==> src/rtl/uart_pkg.sv <==
// UART shared types and line-level constants.
// Used by the transmitter, the receiver and their benches.
package uart_pkg;

  typedef enum logic [2:0] {
    IDLE,
    START,
    DATA,
    PARITY,
    STOP
  } tx_state_e;

  localparam logic EVEN      = 1'b0;
  localparam logic ODD       = 1'b1;
  localparam logic START_BIT = 1'b0;
  localparam logic STOP_BIT  = 1'b1;

endpackage

==> src/rtl/uart_tx_if.sv <==
// UART transmitter request/line bundle.
// master drives the byte request; slave is the transmitter.
interface uart_tx_if #(
  parameter int DATA_WIDTH = 8
);

  logic [DATA_WIDTH-1:0] P_DATA;
  logic                  Data_Valid;
  logic                  PAR_EN;
  logic                  PAR_TYP;
  logic                  TX_OUT;
  logic                  Busy;

  modport master (
    output P_DATA,
    output Data_Valid,
    output PAR_EN,
    output PAR_TYP,
    input  TX_OUT,
    input  Busy
  );

  modport slave (
    input  P_DATA,
    input  Data_Valid,
    input  PAR_EN,
    input  PAR_TYP,
    output TX_OUT,
    output Busy
  );

endinterface

==> src/rtl/uart_tx_parity_calc.sv <==
// UART transmitter parity bit generator.
// Purely combinational over the latched frame data.
module uart_tx_parity_calc
  import uart_pkg::*;
#(
  parameter int DATA_WIDTH = 8
) (
  input  logic [DATA_WIDTH-1:0] data,
  input  logic                  par_typ,
  output logic                  par_bit
);

  // even parity repeats the data xor; odd inverts it
  always_comb begin
    par_bit = ^data;
    if (par_typ == ODD) begin
      par_bit = ~^data;
    end
  end

endmodule

==> src/rtl/uart_tx.sv <==
// UART transmitter: start, LSB-first data, optional parity, stop.
// UART_TX_HOLD_REG_EN adds a one-entry hold register for gapless frames.
module uart_tx
  import uart_pkg::*;
#(
  parameter int DATA_WIDTH = 8
) (
  input  logic     CLK,
  input  logic     RST,
  uart_tx_if.slave bus
);

  localparam int CW = (DATA_WIDTH > 1) ? $clog2(DATA_WIDTH) : 1;
  localparam logic [CW-1:0] LAST = CW'(DATA_WIDTH - 1);

  tx_state_e             state_q, state_d;
  logic [CW-1:0]         cnt_q, cnt_d;
  logic [DATA_WIDTH-1:0] shift_q, shift_d;
  logic [DATA_WIDTH-1:0] data_q, data_d;
  logic                  par_en_q, par_en_d;
  logic                  par_typ_q, par_typ_d;
  logic                  tx_q, tx_d;
  logic                  busy_q, busy_d;

  logic                  accept;
  logic                  load;
  logic [DATA_WIDTH-1:0] ld_data;
  logic                  ld_pen;
  logic                  ld_typ;
  logic                  par_bit;

`ifdef UART_TX_HOLD_REG_EN
  logic                  hold_full_q, hold_full_d;
  logic [DATA_WIDTH-1:0] hold_data_q, hold_data_d;
  logic                  hold_pen_q, hold_pen_d;
  logic                  hold_typ_q, hold_typ_d;
  logic                  frame_free;
`endif

  assign accept     = bus.Data_Valid & ~busy_q;
  assign bus.TX_OUT = tx_q;
  assign bus.Busy   = busy_q;

  uart_tx_parity_calc #(
    .DATA_WIDTH(DATA_WIDTH)
  ) u_par (
    .data   (data_q),
    .par_typ(par_typ_q),
    .par_bit(par_bit)
  );

  // pick the source of the next frame and manage the hold slot
  always_comb begin
    load    = 1'b0;
    ld_data = bus.P_DATA;
    ld_pen  = bus.PAR_EN;
    ld_typ  = bus.PAR_TYP;
`ifdef UART_TX_HOLD_REG_EN
    hold_full_d = hold_full_q;
    hold_data_d = hold_data_q;
    hold_pen_d  = hold_pen_q;
    hold_typ_d  = hold_typ_q;
    frame_free  = (state_q == IDLE) || (state_q == STOP);
    if (frame_free && hold_full_q) begin
      load        = 1'b1;
      ld_data     = hold_data_q;
      ld_pen      = hold_pen_q;
      ld_typ      = hold_typ_q;
      hold_full_d = 1'b0;
    end else if (frame_free && accept) begin
      load = 1'b1;
    end
    if (accept && !(frame_free && !hold_full_q)) begin
      hold_full_d = 1'b1;
      hold_data_d = bus.P_DATA;
      hold_pen_d  = bus.PAR_EN;
      hold_typ_d  = bus.PAR_TYP;
    end
`else
    load = accept && (state_q == IDLE);
`endif
  end

  // frame sequencing, bit counter and shift register
  always_comb begin
    state_d   = state_q;
    cnt_d     = cnt_q;
    shift_d   = shift_q;
    data_d    = data_q;
    par_en_d  = par_en_q;
    par_typ_d = par_typ_q;
    unique case (state_q)
      IDLE:    state_d = IDLE;
      START: begin
        state_d = DATA;
        cnt_d   = '0;
      end
      DATA: begin
        if (cnt_q == LAST) begin
          state_d = par_en_q ? PARITY : STOP;
        end else begin
          cnt_d   = cnt_q + CW'(1);
          shift_d = shift_q >> 1;
        end
      end
      PARITY:  state_d = STOP;
      STOP:    state_d = IDLE;
      default: state_d = IDLE;
    endcase
    if (load) begin
      state_d   = START;
      cnt_d     = '0;
      shift_d   = ld_data;
      data_d    = ld_data;
      par_en_d  = ld_pen;
      par_typ_d = ld_typ;
    end
  end

  // line level and busy for the cycle after the edge
  always_comb begin
    tx_d = STOP_BIT;
    unique case (state_d)
      IDLE:    tx_d = STOP_BIT;
      START:   tx_d = START_BIT;
      DATA:    tx_d = shift_d[0];
      PARITY:  tx_d = par_bit;
      STOP:    tx_d = STOP_BIT;
      default: tx_d = STOP_BIT;
    endcase
`ifdef UART_TX_HOLD_REG_EN
    busy_d = hold_full_d;
`else
    busy_d = (state_d != IDLE);
`endif
  end

  // frame state registers with synchronous reset
  always_ff @(posedge CLK) begin
    if (!RST) begin
      state_q   <= IDLE;
      cnt_q     <= '0;
      shift_q   <= '0;
      data_q    <= '0;
      par_en_q  <= 1'b0;
      par_typ_q <= 1'b0;
      tx_q      <= STOP_BIT;
      busy_q    <= 1'b0;
    end else begin
      state_q   <= state_d;
      cnt_q     <= cnt_d;
      shift_q   <= shift_d;
      data_q    <= data_d;
      par_en_q  <= par_en_d;
      par_typ_q <= par_typ_d;
      tx_q      <= tx_d;
      busy_q    <= busy_d;
    end
  end

`ifdef UART_TX_HOLD_REG_EN
  // hold slot registers; reset empties the slot
  always_ff @(posedge CLK) begin
    if (!RST) begin
      hold_full_q <= 1'b0;
      hold_data_q <= '0;
      hold_pen_q  <= 1'b0;
      hold_typ_q  <= 1'b0;
    end else begin
      hold_full_q <= hold_full_d;
      hold_data_q <= hold_data_d;
      hold_pen_q  <= hold_pen_d;
      hold_typ_q  <= hold_typ_d;
    end
  end
`endif

endmodule

==> src/flat_wrapper.sv <==
// flat-port wrapper written by rule: the top's interface ports become plain ports
module uart_tx_flat import uart_pkg::*;
#(
  parameter int DATA_WIDTH = 8
)
  (CLK, RST, bus_P_DATA, bus_Data_Valid, bus_PAR_EN, bus_PAR_TYP, bus_TX_OUT, bus_Busy);
  uart_tx_if #(.DATA_WIDTH(DATA_WIDTH)) bus_i ();
  input  logic CLK;
  input  logic RST;
  input wire logic [$bits(bus_i.P_DATA)-1:0] bus_P_DATA;
  input wire logic [$bits(bus_i.Data_Valid)-1:0] bus_Data_Valid;
  input wire logic [$bits(bus_i.PAR_EN)-1:0] bus_PAR_EN;
  input wire logic [$bits(bus_i.PAR_TYP)-1:0] bus_PAR_TYP;
  output wire logic [$bits(bus_i.TX_OUT)-1:0] bus_TX_OUT;
  output wire logic [$bits(bus_i.Busy)-1:0] bus_Busy;
  assign bus_i.P_DATA = bus_P_DATA;
  assign bus_i.Data_Valid = bus_Data_Valid;
  assign bus_i.PAR_EN = bus_PAR_EN;
  assign bus_i.PAR_TYP = bus_PAR_TYP;
  assign bus_TX_OUT = bus_i.TX_OUT;
  assign bus_Busy = bus_i.Busy;
  uart_tx #(.DATA_WIDTH(DATA_WIDTH)) u_core (.CLK(CLK), .RST(RST), .bus(bus_i));
endmodule
==> config.mk <==
export PLATFORM = sky130hd
export DESIGN_NAME = uart_tx_flat
export DESIGN_NICKNAME = d
export VERILOG_FILES = /design/src/rtl/uart_pkg.sv /design/src/rtl/uart_tx_if.sv /design/src/rtl/uart_tx_parity_calc.sv /design/src/rtl/uart_tx.sv /design/src/flat_wrapper.sv
export SDC_FILE = /design/constraint.sdc
export NUM_CORES = 1
export LEC_CHECK = 0
export ABC_AREA = 1
export CAP_MARGIN = 20
export CELL_PAD_IN_SITES_DETAIL_PLACEMENT = 0
export CELL_PAD_IN_SITES_GLOBAL_PLACEMENT = 1
export CORE_ASPECT_RATIO = 1.2
export CORE_MARGIN = 2
export CORE_UTILIZATION = 40
export CTS_CLUSTER_DIAMETER = 150
export DETAILED_ROUTE_END_ITERATION = 6
export DONT_BUFFER_PORTS = 1
export GPL_ROUTABILITY_DRIVEN = 0
export PLACE_DENSITY_LB_ADDON = 0.1
export SLEW_MARGIN = 20
export SYNTH_ARGS = -nofsm -noshare
export SYNTH_HDL_FRONTEND = slang
export SYNTH_HIERARCHICAL = 1
export SYNTH_SLANG_ARGS = --single-unit
==> constraint.sdc <==
create_clock -name CLK -period 1.2 [get_ports CLK]
set_input_delay 0.18 -clock CLK [delete_from_list [all_inputs] [get_ports CLK]]
set_output_delay 0.18 -clock CLK [all_outputs]
set_load 0.01 [all_outputs]
Yosys cells after proc, flatten, opt, wreduce, memory -nomap -nowiden --
Index checks and enable logic that the tools add are counted.
Word-level totals: flip-flop bits (word level) 26, input port bits 13, output and inout bits 2
Operators by class: add/sub/neg operators 1, equality and inequality tests 9, muxes and demuxes 11, bitwise operators 3, reduce and logical (&&, ||, !) cells 10
Operators with widths (count):
- $mux W8 | 3
- $eq A3 B2 Y1 const B | 4
- $mux W3 | 4
- $pmux W3 S3 | 1
- $reduce_xnor A8 Y1 | 1
- $reduce_xor A8 Y1 | 1
- $eq A3 B1 Y1 const B | 2
- $pmux W3 S2 | 1
- $reduce_and A2 Y1 | 2
- $reduce_bool A2 Y1 | 2
- $add A3 B1 Y3 const B | 1
- $eq A3 B3 Y1 const B | 1
- $logic_not A3 Y1 | 1
- $pmux W1 S3 | 1
- $reduce_bool A3 Y1 | 1
- $ne A2 B1 Y1 const B | 1
- $ne A2 B2 Y1 const B | 1
- $not A1 Y1 | 2
- $reduce_or A2 Y1 | 1
- $and A1 B1 Y1 | 1
- $logic_and A1 B1 Y1 | 1
- $mux W1 | 1

Longest topological paths before layout --
depth in word-level cells 6, gate-level depth with buffers 14

Cells and area by module --
Netlist, hierarchy kept.
Modules (own cells, without submodules):
- uart_tx | times used 1, cells an instance 145, area an instance 1137.3 um^2, sequential area each 520.5 um^2
- uart_tx_parity_calc | times used 1, cells an instance 38, area an instance 163.9 um^2, sequential area each 0.0 um^2

Worst setup path before layout --
No wires, ideal clock.
path kind reg2reg, start point register u_core.cnt_q[0], end point register u_core.cnt_q[0], arrival time 1.192 ns, setup slack -0.104 ns, cell stages (with the launch flop) 9, path through dfxtp_1 -> ha_1 -> ha_1 -> inv_2 -> nand2_1 -> nand2_2 -> o21ai_0 -> nand2_1 -> nor2_1
On the way: word-level cells in the longest chain between the ends 3
RTL lines:
- start, declared | line uart_tx.sv:17 | logic [CW-1:0] cnt_q, cnt_d;
- start signal, assigned | line uart_tx.sv:151 | cnt_q <= cnt_d;
- $add A3 B1 Y3 / $eq A3 B3 Y1 (equally long branches) | line uart_tx.sv:102, uart_tx.sv:99
- $mux W3 / $ne A2 B2 Y1 (equally long branches)
- $pmux W3 S2 / $reduce_and A2 Y1 (equally long branches)
Parallel ways exist; a longest one is shown, timed or not. The select of a mux whose other input is x is not followed. A chain may end at the register's enable or synchronous reset.

Worst setup path in the final report --
start point register u_core.cnt_q[0], end point register u_core.tx_q (netlist: u_core/bus.TX_OUT)
On the way: word-level cells in the longest chain between the ends 6
RTL lines:
- $eq A3 B3 Y1 * | line uart_tx.sv:99 | if (cnt_q == LAST) begin
- $mux W3 | line uart_tx.sv:99
- $pmux W3 S3 | line uart_tx.sv:92 | unique case (state_q)
- $mux W3 | line uart_tx.sv:110 | if (load) begin
- $eq A3 B2 Y1 / $eq A3 B1 Y1 (equally long branches) | line uart_tx.sv:123 | unique case (state_d)
- $pmux W1 S3 * | line uart_tx.sv:123
- end signal, assigned | line uart_tx.sv:156 | tx_q <= tx_d;
- end, declared | line uart_tx.sv:22 | logic tx_q, tx_d;
Every way passes the cells marked *; elsewhere a longest branch is shown, timed or not. The select of a mux whose other input is x is not followed.

==> flow_metrics.env <==
export IMPL_io_pins=15
export IMPL_drc=0
export IMPL_drt_iter0_drc=35
export IMPL_clockRootBuffer="clkbuf_4"
export IMPL_multi_input_area_um2=881
export IMPL_start_util=0.422
export IMPL_nFillCells=296
export IMPL_dieArea_um2=3730
export IMPL_synthTopCellsByArea="dfxtp_1 40%, nand2_1 14%, nand3_1 6.9%"
export IMPL_ys_types=23
export IMPL_drv_cap=0
export IMPL_firstDrtPassIters=4
export IMPL_maxSlewHeadroom=0.791
export IMPL_drive_gt1_frac=0.471
export IMPL_drt_wl_total_mm=3.24
export IMPL_final_period_utilization=1.11
export IMPL_die_w_um=56.1
export IMPL_fin_ws_ns=-0.128
export IMPL_skew_ns=0.00374
export IMPL_worstMarginPinSlew_ns=0.312
export IMPL_r2r_cells=11
export IMPL_diodes=0
export IMPL_cp_arrival_ns=1.57
export IMPL_routed_via_density=4.88
export IMPL_seq_area_um2=536
export IMPL_startpoint_type="register"
export IMPL_hold_class="in -> reg"
export IMPL_fin_hold_ws_ns=0.0239
export IMPL_netlist_instances=183
export IMPL_track_usage=0.169
export IMPL_cts_tree="built"
export IMPL_ys_top_cells_by_count="49 x nand2_1, 26 x dfxtp_1, 18 x nand3_1"
export IMPL_clk_latency_ns=0.32
export IMPL_power_leakage_nw=0.782
export IMPL_numCtsBuffers=3
export IMPL_clock_sinks=26
export IMPL_total_power_mw=2.16
export IMPL_synth_warnings=6
export IMPL_routedWlPerCell_um=13.3
export IMPL_rsz0062_at_grt="yes"
export IMPL_synth_most_common_cell="nand2_1"
export IMPL_peakVddDrop_v=0.000707
export IMPL_fin_crit_ns=1.33
export IMPL_seq_area_frac_synth=0.400
export IMPL_numPortBuffers=0
export IMPL_core_rowCount=22
export IMPL_hold_viol=0
export IMPL_cts_buffer_depth=2
export IMPL_fin_setup_tns_ns=-0.654
export IMPL_failed_checks="setup timing"
export IMPL_crit_required_ns=1.44
export IMPL_status="finished, violations left"
export IMPL_final_max_slew_viol_count=0
export IMPL_end_kind="register"
export IMPL_syn_avg_cell_area_um2=7.11
export IMPL_htreeDepth=1
export IMPL_path_class="reg -> reg"
export IMPL_crit_fanout=6
export IMPL_hpwl_mm=2.08
export IMPL_die_y_um=66.5
export IMPL_core_um2=3080
export IMPL_pwr_density_cell_nw_per_um2=1180
export IMPL_async_flop_share=0
export IMPL_syn2layout_area_growth_pct=40.8
export IMPL_grt_pass1_vias=1168
export IMPL_synth_area_um2=1300
export IMPL_drtAntennaViolNets=0
export IMPL_synth_top_area_share=0.400
export IMPL_synth_top_cell_by_area="dfxtp_1"
export IMPL_grt_max_degree=19
export IMPL_antenna_found_initial=0
export IMPL_synth_edf_count=0
export IMPL_ys_seq_elements=26
export IMPL_layout_nets=224
export IMPL_pre_cts_ws_ns=-0.139
export IMPL_syn_nets=198
export IMPL_dominantRegCellSynth="dfxtp_1"
export IMPL_grt_overflow_total=0
export IMPL_fmax_mhz=753
export IMPL_whs_path_depth=2
export IMPL_clk_pin_slew_ns=0.14
export IMPL_setup_viol=10
export IMPL_via_count=1191
export IMPL_grt_pass1_wl_mm=4.97
-- worst max-delay path, stage by stage (launching register included) --
cell	delay [ns]
dfxtp_2	0.38
ha_4	0.14
ha_4	0.21
inv_8	0.06
nand2_2	0.07
nand2_2	0.05
nand2_2	0.05
nand2_2	0.05
inv_2	0.07
nand2_2	0.04
nand3_1	0.07
nand2_1	0.05
-- placed cells by master (no fill, tap or decap), drive strengths merged --
master,Yosys,layout
nand2,63,63
dfxtp,26,26
nor2,22,22
inv,21,22
nand3,19,19
buf,4,15
o21ai,13,13
a21oi,10,10
dlygate4sd3,0,9
clkbuf,0,4
ha,2,2
a21o,1,1
o22ai,1,1
xor2,1,1
-- stage by stage --
| step | area, um^2 | util | instances |
|---|---|---|---|
| CTS | 1590 | 0.515 | 238 |
| detailed placement | 1410 | 0.458 | 225 |
| floorplan | 1320 | - | 183 |
| global route | 1830 | 0.594 | 244 |
| global placement | 1410 | 0.458 | 225 |
| finish | 1830 | 0.594 | 244 |
-- final timing paths --
kind / end / start / slack [ns]
max: u_core/bus.TX_OUT / u_core/cnt_q[0] / -0.13
min: u_core/data_q[7] / RST / 0.02
max reg2reg: u_core/bus.TX_OUT / u_core/cnt_q[0] / -0.13
min reg2reg: u_core/data_q[0] / u_core/data_q[0] / 0.48
-- flip-flops by register name (all words and copies together) (netlist names) --
name / count
u_core/par_en_q: 1
u_core/cnt_q: 3
u_core/shift_q: 8
u_core/data_q: 8
u_core/bus.Busy: 1
u_core/par_typ_q: 1
u_core/state_q: 3
u_core/bus.TX_OUT: 1
-- final cells by class --
type / instances / area share
Inverter: 21 / 0.0499
Timing Repair inverter: 1 / 0.00478
Clock buffer: 4 / 0.0198
Tap cell: 36 / 0.0246
Timing Repair Buffer: 24 / 0.128
Multi-Input combinational cell: 132 / 0.481
Sequential cell: 26 / 0.292
-- routing by layer --
metal  routed length, um  track usage  vias up
met4                  65       0.0625        0
met1                1370        0.193      546
met5                   0            0        -
met3                  68       0.0194        6
li1                    -            -      629
met2                1740        0.322       10
-- report_power, final --
group | internal [mW] | total (mW) | switching [mW]
Combinational | 0.297 | 0.679 | 0.382
Sequential | 0.947 | 1.03 | 0.0825
Clock | 0.186 | 0.450 | 0.264
Total | 1.43 | 2.16 | 0.729
-- repair_timing --
| action | 4_1_cts | 5_1_grt |
|---|---|---|
| pin swaps | 3 | 34 |
| hold buffers | 8 | 1 |
| buffers inserted | 1 | 4 |
| gates cloned | 0 | 1 |
| endpoints found under the hold margin | 8 | 1 |
| setup endpoints to repair | 14 | 15 |
| gates resized for setup | 18 | 55 |
-- cell families after synthesis --
kind of cell / after synthesis / share of synthesized area
DFF: 26 / 0.400
and+or+nand+nor: 104 / 0.379
xor gates and xnor gates: 1 / 0.00673
adders and majority gates: 2 / 0.0192
AOI/OAI and AO/OA: 25 / 0.102
buffers and inverters: 25 / 0.0933
(Power assumes the default switching activity.)
